--- config.mk ---
export PLATFORM = sky130hd
export DESIGN_NAME = wb_slave_regbank
export DESIGN_NICKNAME = d
export VERILOG_FILES = /design/src/rtl/wb_slave_regbank.sv
export SDC_FILE = /design/constraint.sdc
export NUM_CORES = 2
export LEC_CHECK = 0
export CAP_MARGIN = 40
export CORE_AREA = 2 2 447 449
export CTS_CLUSTER_DIAMETER = 80
export CTS_CLUSTER_SIZE = 24
export DETAILED_ROUTE_END_ITERATION = 6
export DIE_AREA = 0 0 449 451
export HOLD_SLACK_MARGIN = 0.08
export REMOVE_ABC_BUFFERS = 1
export SLEW_MARGIN = 20
export SYNTH_ARGS = -nofsm -noshare
export SYNTH_HDL_FRONTEND = slang
export SYNTH_SLANG_ARGS = --single-unit
--- constraint.sdc ---
create_clock -name clk_i -period 3.8 [get_ports clk_i]
set_input_delay 0.57 -clock clk_i [delete_from_list [all_inputs] [get_ports clk_i]]
set_output_delay 0.57 -clock clk_i [all_outputs]
set_load 0.02 [all_outputs]
--- src/rtl/wb_slave_regbank.sv ---
// Pipelined Wishbone B4 slave register bank with read-only masking and a hardware update port.
// Optional macro WB_REGBANK_ERR_EN: out-of-range accesses answer with err_o instead of ack_o.
module wb_slave_regbank #(
  parameter int                      ADDR_WIDTH   = 16,
  parameter int                      DATA_WIDTH   = 32,
  parameter int                      GRANULE      = 8,
  parameter int                      REGISTER_NUM = 16,
  parameter logic [REGISTER_NUM-1:0] RO_MASK      = '0,
  localparam int                     SEL_WIDTH    = DATA_WIDTH / GRANULE
) (
  input  logic                             clk_i,
  input  logic                             rst_n_i,
  input  logic [ADDR_WIDTH-1:0]            adr_i,
  input  logic [DATA_WIDTH-1:0]            dat_i,
  output logic [DATA_WIDTH-1:0]            dat_o,
  input  logic [SEL_WIDTH-1:0]             sel_i,
  input  logic                             we_i,
  input  logic                             stb_i,
  input  logic                             cyc_i,
  output logic                             stall_o,
  output logic                             ack_o,
  output logic                             err_o,
  input  logic [REGISTER_NUM-1:0]          hw_we_i,
  input  logic [REGISTER_NUM*DATA_WIDTH-1:0] hw_dat_i,
  output logic [REGISTER_NUM*DATA_WIDTH-1:0] regs_o,
  output logic [REGISTER_NUM-1:0]          wr_pulse_o
);

  logic [DATA_WIDTH-1:0]   regs_q [REGISTER_NUM];
  logic [DATA_WIDTH-1:0]   regs_d [REGISTER_NUM];
  logic [DATA_WIDTH-1:0]   dat_q, dat_d;
  logic [REGISTER_NUM-1:0] wr_pulse_q, wr_pulse_d;
  logic                    ack_q, ack_d;

  logic [REGISTER_NUM-1:0] hit;
  logic [DATA_WIDTH-1:0]   selMask;
  logic [DATA_WIDTH-1:0]   readMux;
  logic                    inRange;
  logic                    accept;
  logic                    busWr;

  // One-hot address decode; an out-of-range address simply decodes to no register.
  always_comb begin
    hit = '0;
    for (int k = 0; k < REGISTER_NUM; k++) begin
      hit[k] = (adr_i == ADDR_WIDTH'(k));
    end
  end

  always_comb begin
    selMask = '0;
    for (int i = 0; i < SEL_WIDTH; i++) begin
      selMask[i*GRANULE +: GRANULE] = {GRANULE{sel_i[i]}};
    end
  end

  assign inRange = |hit;
  assign stall_o = cyc_i & stb_i & (|(hit & hw_we_i));
  assign accept  = cyc_i & stb_i & ~stall_o;
  assign busWr   = accept & we_i;

  always_comb begin
    readMux = '0;
    for (int k = 0; k < REGISTER_NUM; k++) begin
      if (hit[k]) readMux = regs_q[k];
    end
  end

  // Hardware update has priority; a colliding bus write is stalled so both never apply at once.
  always_comb begin
    for (int k = 0; k < REGISTER_NUM; k++) begin
      regs_d[k] = regs_q[k];
      if (hw_we_i[k]) begin
        regs_d[k] = hw_dat_i[k*DATA_WIDTH +: DATA_WIDTH];
      end else if (busWr && hit[k] && !RO_MASK[k]) begin
        regs_d[k] = (regs_q[k] & ~selMask) | (dat_i & selMask);
      end
    end
  end

  always_comb begin
    dat_d      = '0;
    wr_pulse_d = '0;
    if (accept && !we_i) dat_d = readMux & selMask;
    if (busWr) wr_pulse_d = hit & ~RO_MASK;
  end

  always_ff @(posedge clk_i or negedge rst_n_i) begin
    if (!rst_n_i) begin
      for (int k = 0; k < REGISTER_NUM; k++) begin
        regs_q[k] <= '0;
      end
      dat_q      <= '0;
      wr_pulse_q <= '0;
      ack_q      <= 1'b0;
    end else begin
      for (int k = 0; k < REGISTER_NUM; k++) begin
        regs_q[k] <= regs_d[k];
      end
      dat_q      <= dat_d;
      wr_pulse_q <= wr_pulse_d;
      ack_q      <= ack_d;
    end
  end

`ifdef WB_REGBANK_ERR_EN
  logic err_q, err_d;

  assign ack_d = accept & inRange;
  assign err_d = accept & ~inRange;

  always_ff @(posedge clk_i or negedge rst_n_i) begin
    if (!rst_n_i) err_q <= 1'b0;
    else          err_q <= err_d;
  end

  assign err_o = err_q & cyc_i;
`else
  // Out-of-range accesses are acked with zero data; the write is dropped by the decode.
  assign ack_d = accept;
  assign err_o = 1'b0;
`endif

  assign ack_o      = ack_q & cyc_i;
  assign dat_o      = dat_q;
  assign wr_pulse_o = wr_pulse_q;

  always_comb begin
    regs_o = '0;
    for (int k = 0; k < REGISTER_NUM; k++) begin
      regs_o[k*DATA_WIDTH +: DATA_WIDTH] = regs_q[k];
    end
  end

endmodule

==> reports/qor.csv <==
metric,value,unit
status,finished clean,
ios,1148,
yosys_warnings,0,
die_h,451,um
avgRoutedWirePerCell,42.3,um
power_density,376,nW/um^2
worstMarginPinSlew,0.950,ns
syn_avg_cell_area,10.6,um^2
holdCritStartpoint,hw_dat_i[80],
fin_util,27.0,%
p_switching,0.00737,W
grt_pass1_wl,385,mm
gp_congestion,0.957,
final_cells,7214,
vias,35500,
die_area,202000,um^2
grt_usage,29.1,%
syn_area,31200,um^2
place_ws,-0.377,ns
core,198000,um^2
ir_drop,0.286,mV
grt_start_max_net_pins,94,
power,0.0201,W
ys.flop_type,dfrtp_1,
rows,164,
placed_cells,7034,
cpLargestDelayFamily,buffers and inverters,
synthTopCellsByArea,"dfrtp_1 45%, mux2_2 20%, nand2_1 4.1%",
ys_top_cells_by_count,"561 x dfrtp_1, 544 x mux2_2, 343 x nand2_1",
crit_slowest_cell,or4_4,
start_util,15.7,%
async_flop_share,100,%
gr-total-overflow,0,
worstPathRequired,3.23,ns
maxSlewHeadroom,36.5,%
timing.hold.ws,0.367,ns
synthDistinctLibCells,83,
internal_power,0.0128,W
min_period,3.72,ns
clock_path_buffers,3,
min_path_type,in -> reg,
fin_crit_sh,98.0,%
first_global_vias,35000,
cts_root_buffer,clkbuf_16,
worstSkewPairLatency,0.75,ns
endpoint_kind,primary output,
dieWidth,449,um
clock_sinks,561,
p_leak,21.5,nW
p_sw_share,36.6,%
cts_buffers,69,
antenna_found_initial,92,
synth_enable_flop_cells,0,
reg2reg_depth,5,
critical_path_arrival,3.15,ns
via_per_inst,4.92,
fin_skew,0.0618,ns
worstSetupPathType,in -> out,
ant_nets,0,
yosysMostFrequentCell,dfrtp_1,
synth-seq-cells,561,
drc,0,
max_stage_delay,0.56,ns
drt_iter0_markers,4203,
cts_tree,done,
port_buffers,1146,
reg2reg_to,dat_o[9],
setup_slack,0.0767,ns
hpwl,251,mm
netlist_instances,2932,
yosysTopAreaCell,dfrtp_1,
seq_area_frac_synth,45.0,%
crit_fanout,12,
max_clock_freq,0.269,GHz
area_delta_synth_final,71.9,%
totalWireLength,305,mm
slew_violations,0,
htreeDepth,3,
hold_viol,0,
start_kind,input pin,
final-setup-viol-count,0,
cts.clk_slew.worst_paths,0.10,ns
ff2ff_setup_slack,1.36,ns
grt_setup_unrepaired,no,
cp_cell_sequence,clkdlybuf4s50_1 > buf_4 > or4_4 > buf_12 > nor4_4 > buf_4 > a22o_1 > nand2_1 > a31oi_1 > buf_4 > buf_12,
clkPwrFrac,38.6,%
pwr-share-comb,25.1,%
pwr-share-seq,36.3,%
hold_depth,3,
drv_cap,0,
crit_buf_inv,6,
netlist.area_leader.share,45.0,%
dr.pass1.iters,6,
drive_above_1_share,29.6,%
nNetsFinal,5038,
crit_top_cell,buf_4,
[layout by cell type (no fill, tap or decap), drive strengths merged, types with 19 or more instances in the layout]
cell type / count
nand3: 52
dfrtp: 561
nor2b: 20
buf: 556
a221oi: 36
nor3: 47
o221ai: 19
nor2: 136
a21oi: 129
and2: 19
mux2: 564
o21ai: 178
inv: 47
diode: 49
mux2i: 103
clkdlybuf4s50: 1125
a21o: 37
a22oi: 93
nand4: 27
a31oi: 25
o22ai: 27
nor4: 31
nand2: 346
a22o: 42
clkbuf: 74
a211oi: 29
[what timing repair did]
item                                    CTS  global route
endpoints found under the hold margin    51             0
buffers inserted                          3             0
endpoints found under the setup margin    1             1
pin swaps                                 1             0
hold buffers                              1             0
resized for setup                         3             2
[cell type report]
type	instances	area, um^2
flip-flops and latches	561	14000
multi-input cells	2121	16400
inverters	18	67.6
diodes	49	123
fillers	21000	145000
clock inverters	53	763
repair buffers	1682	17100
clock buffers	74	1810
well taps	2656	3320
[tightest hold or removal path: cells and delay by family]
kind	cells	cell delay, ns
buf+inv	1	0.40
simple gates	1	0.06
compound gates	1	0.06
[power by group through the flow]
stage | Sequential [W] | Combinational [W] | Clock (W)
3_3_place_gp | 0.00737 | 0.00497 | 0
5_1_grt | 0.00732 | 0.00524 | 0.00811
3_5_place_dp | 0.00738 | 0.00502 | 0
4_1_cts | 0.00728 | 0.00504 | 0.00791
6_report | 0.00731 | 0.00505 | 0.00777
2_1_floorplan | 0.00761 | 0.00101 | 0
[how the worst max path moves through the flow]
stage,startpoint,endpoint,slack [ns],cells after the start
finish,adr_i[12],stall_o,0.08,11
global placement,adr_i[12],dat_o[27],-0.39,14
detailed placement,adr_i[12],dat_o[26],-0.38,12
global route,adr_i[12],stall_o,0.02,11
CTS,adr_i[5],stall_o,0.03,10
floorplan,adr_i[4],flip-flop,-0.74,7
[metal layers]
| layer | vias to the layer above | wire, um | GRT usage (%) |
|---|---|---|---|
| met5 | - | 160 | 0 |
| met4 | 26 | 19200 | 16.3 |
| met3 | 571 | 31500 | 10.4 |
| met2 | 2435 | 141000 | 47.0 |
| met1 | 18400 | 113000 | 33.2 |
| li1 | 14100 | - | - |
[metrics by stage]
| stage | TNS [ns] | area (um^2) |
|---|---|---|
| CTS | 0 | 53500 |
| global placement | -82.43 | 50500 |
| floorplan | -84.32 | 30200 |
| global route | 0 | 53600 |
| detailed placement | -92.17 | 50900 |
| finish | 0 | 53600 |
[logic make-up after synthesis]
kind of cell	count (synthesis)	synth area share (%)
AOI/OAI and AO/OA	720	15.7
buffers and inverters	250	3.28
DFF	561	45.0
other	1	0.0120
and+or+nand+nor	730	12.1
muxes	670	23.9
Power figures use the tool's default switching activity.
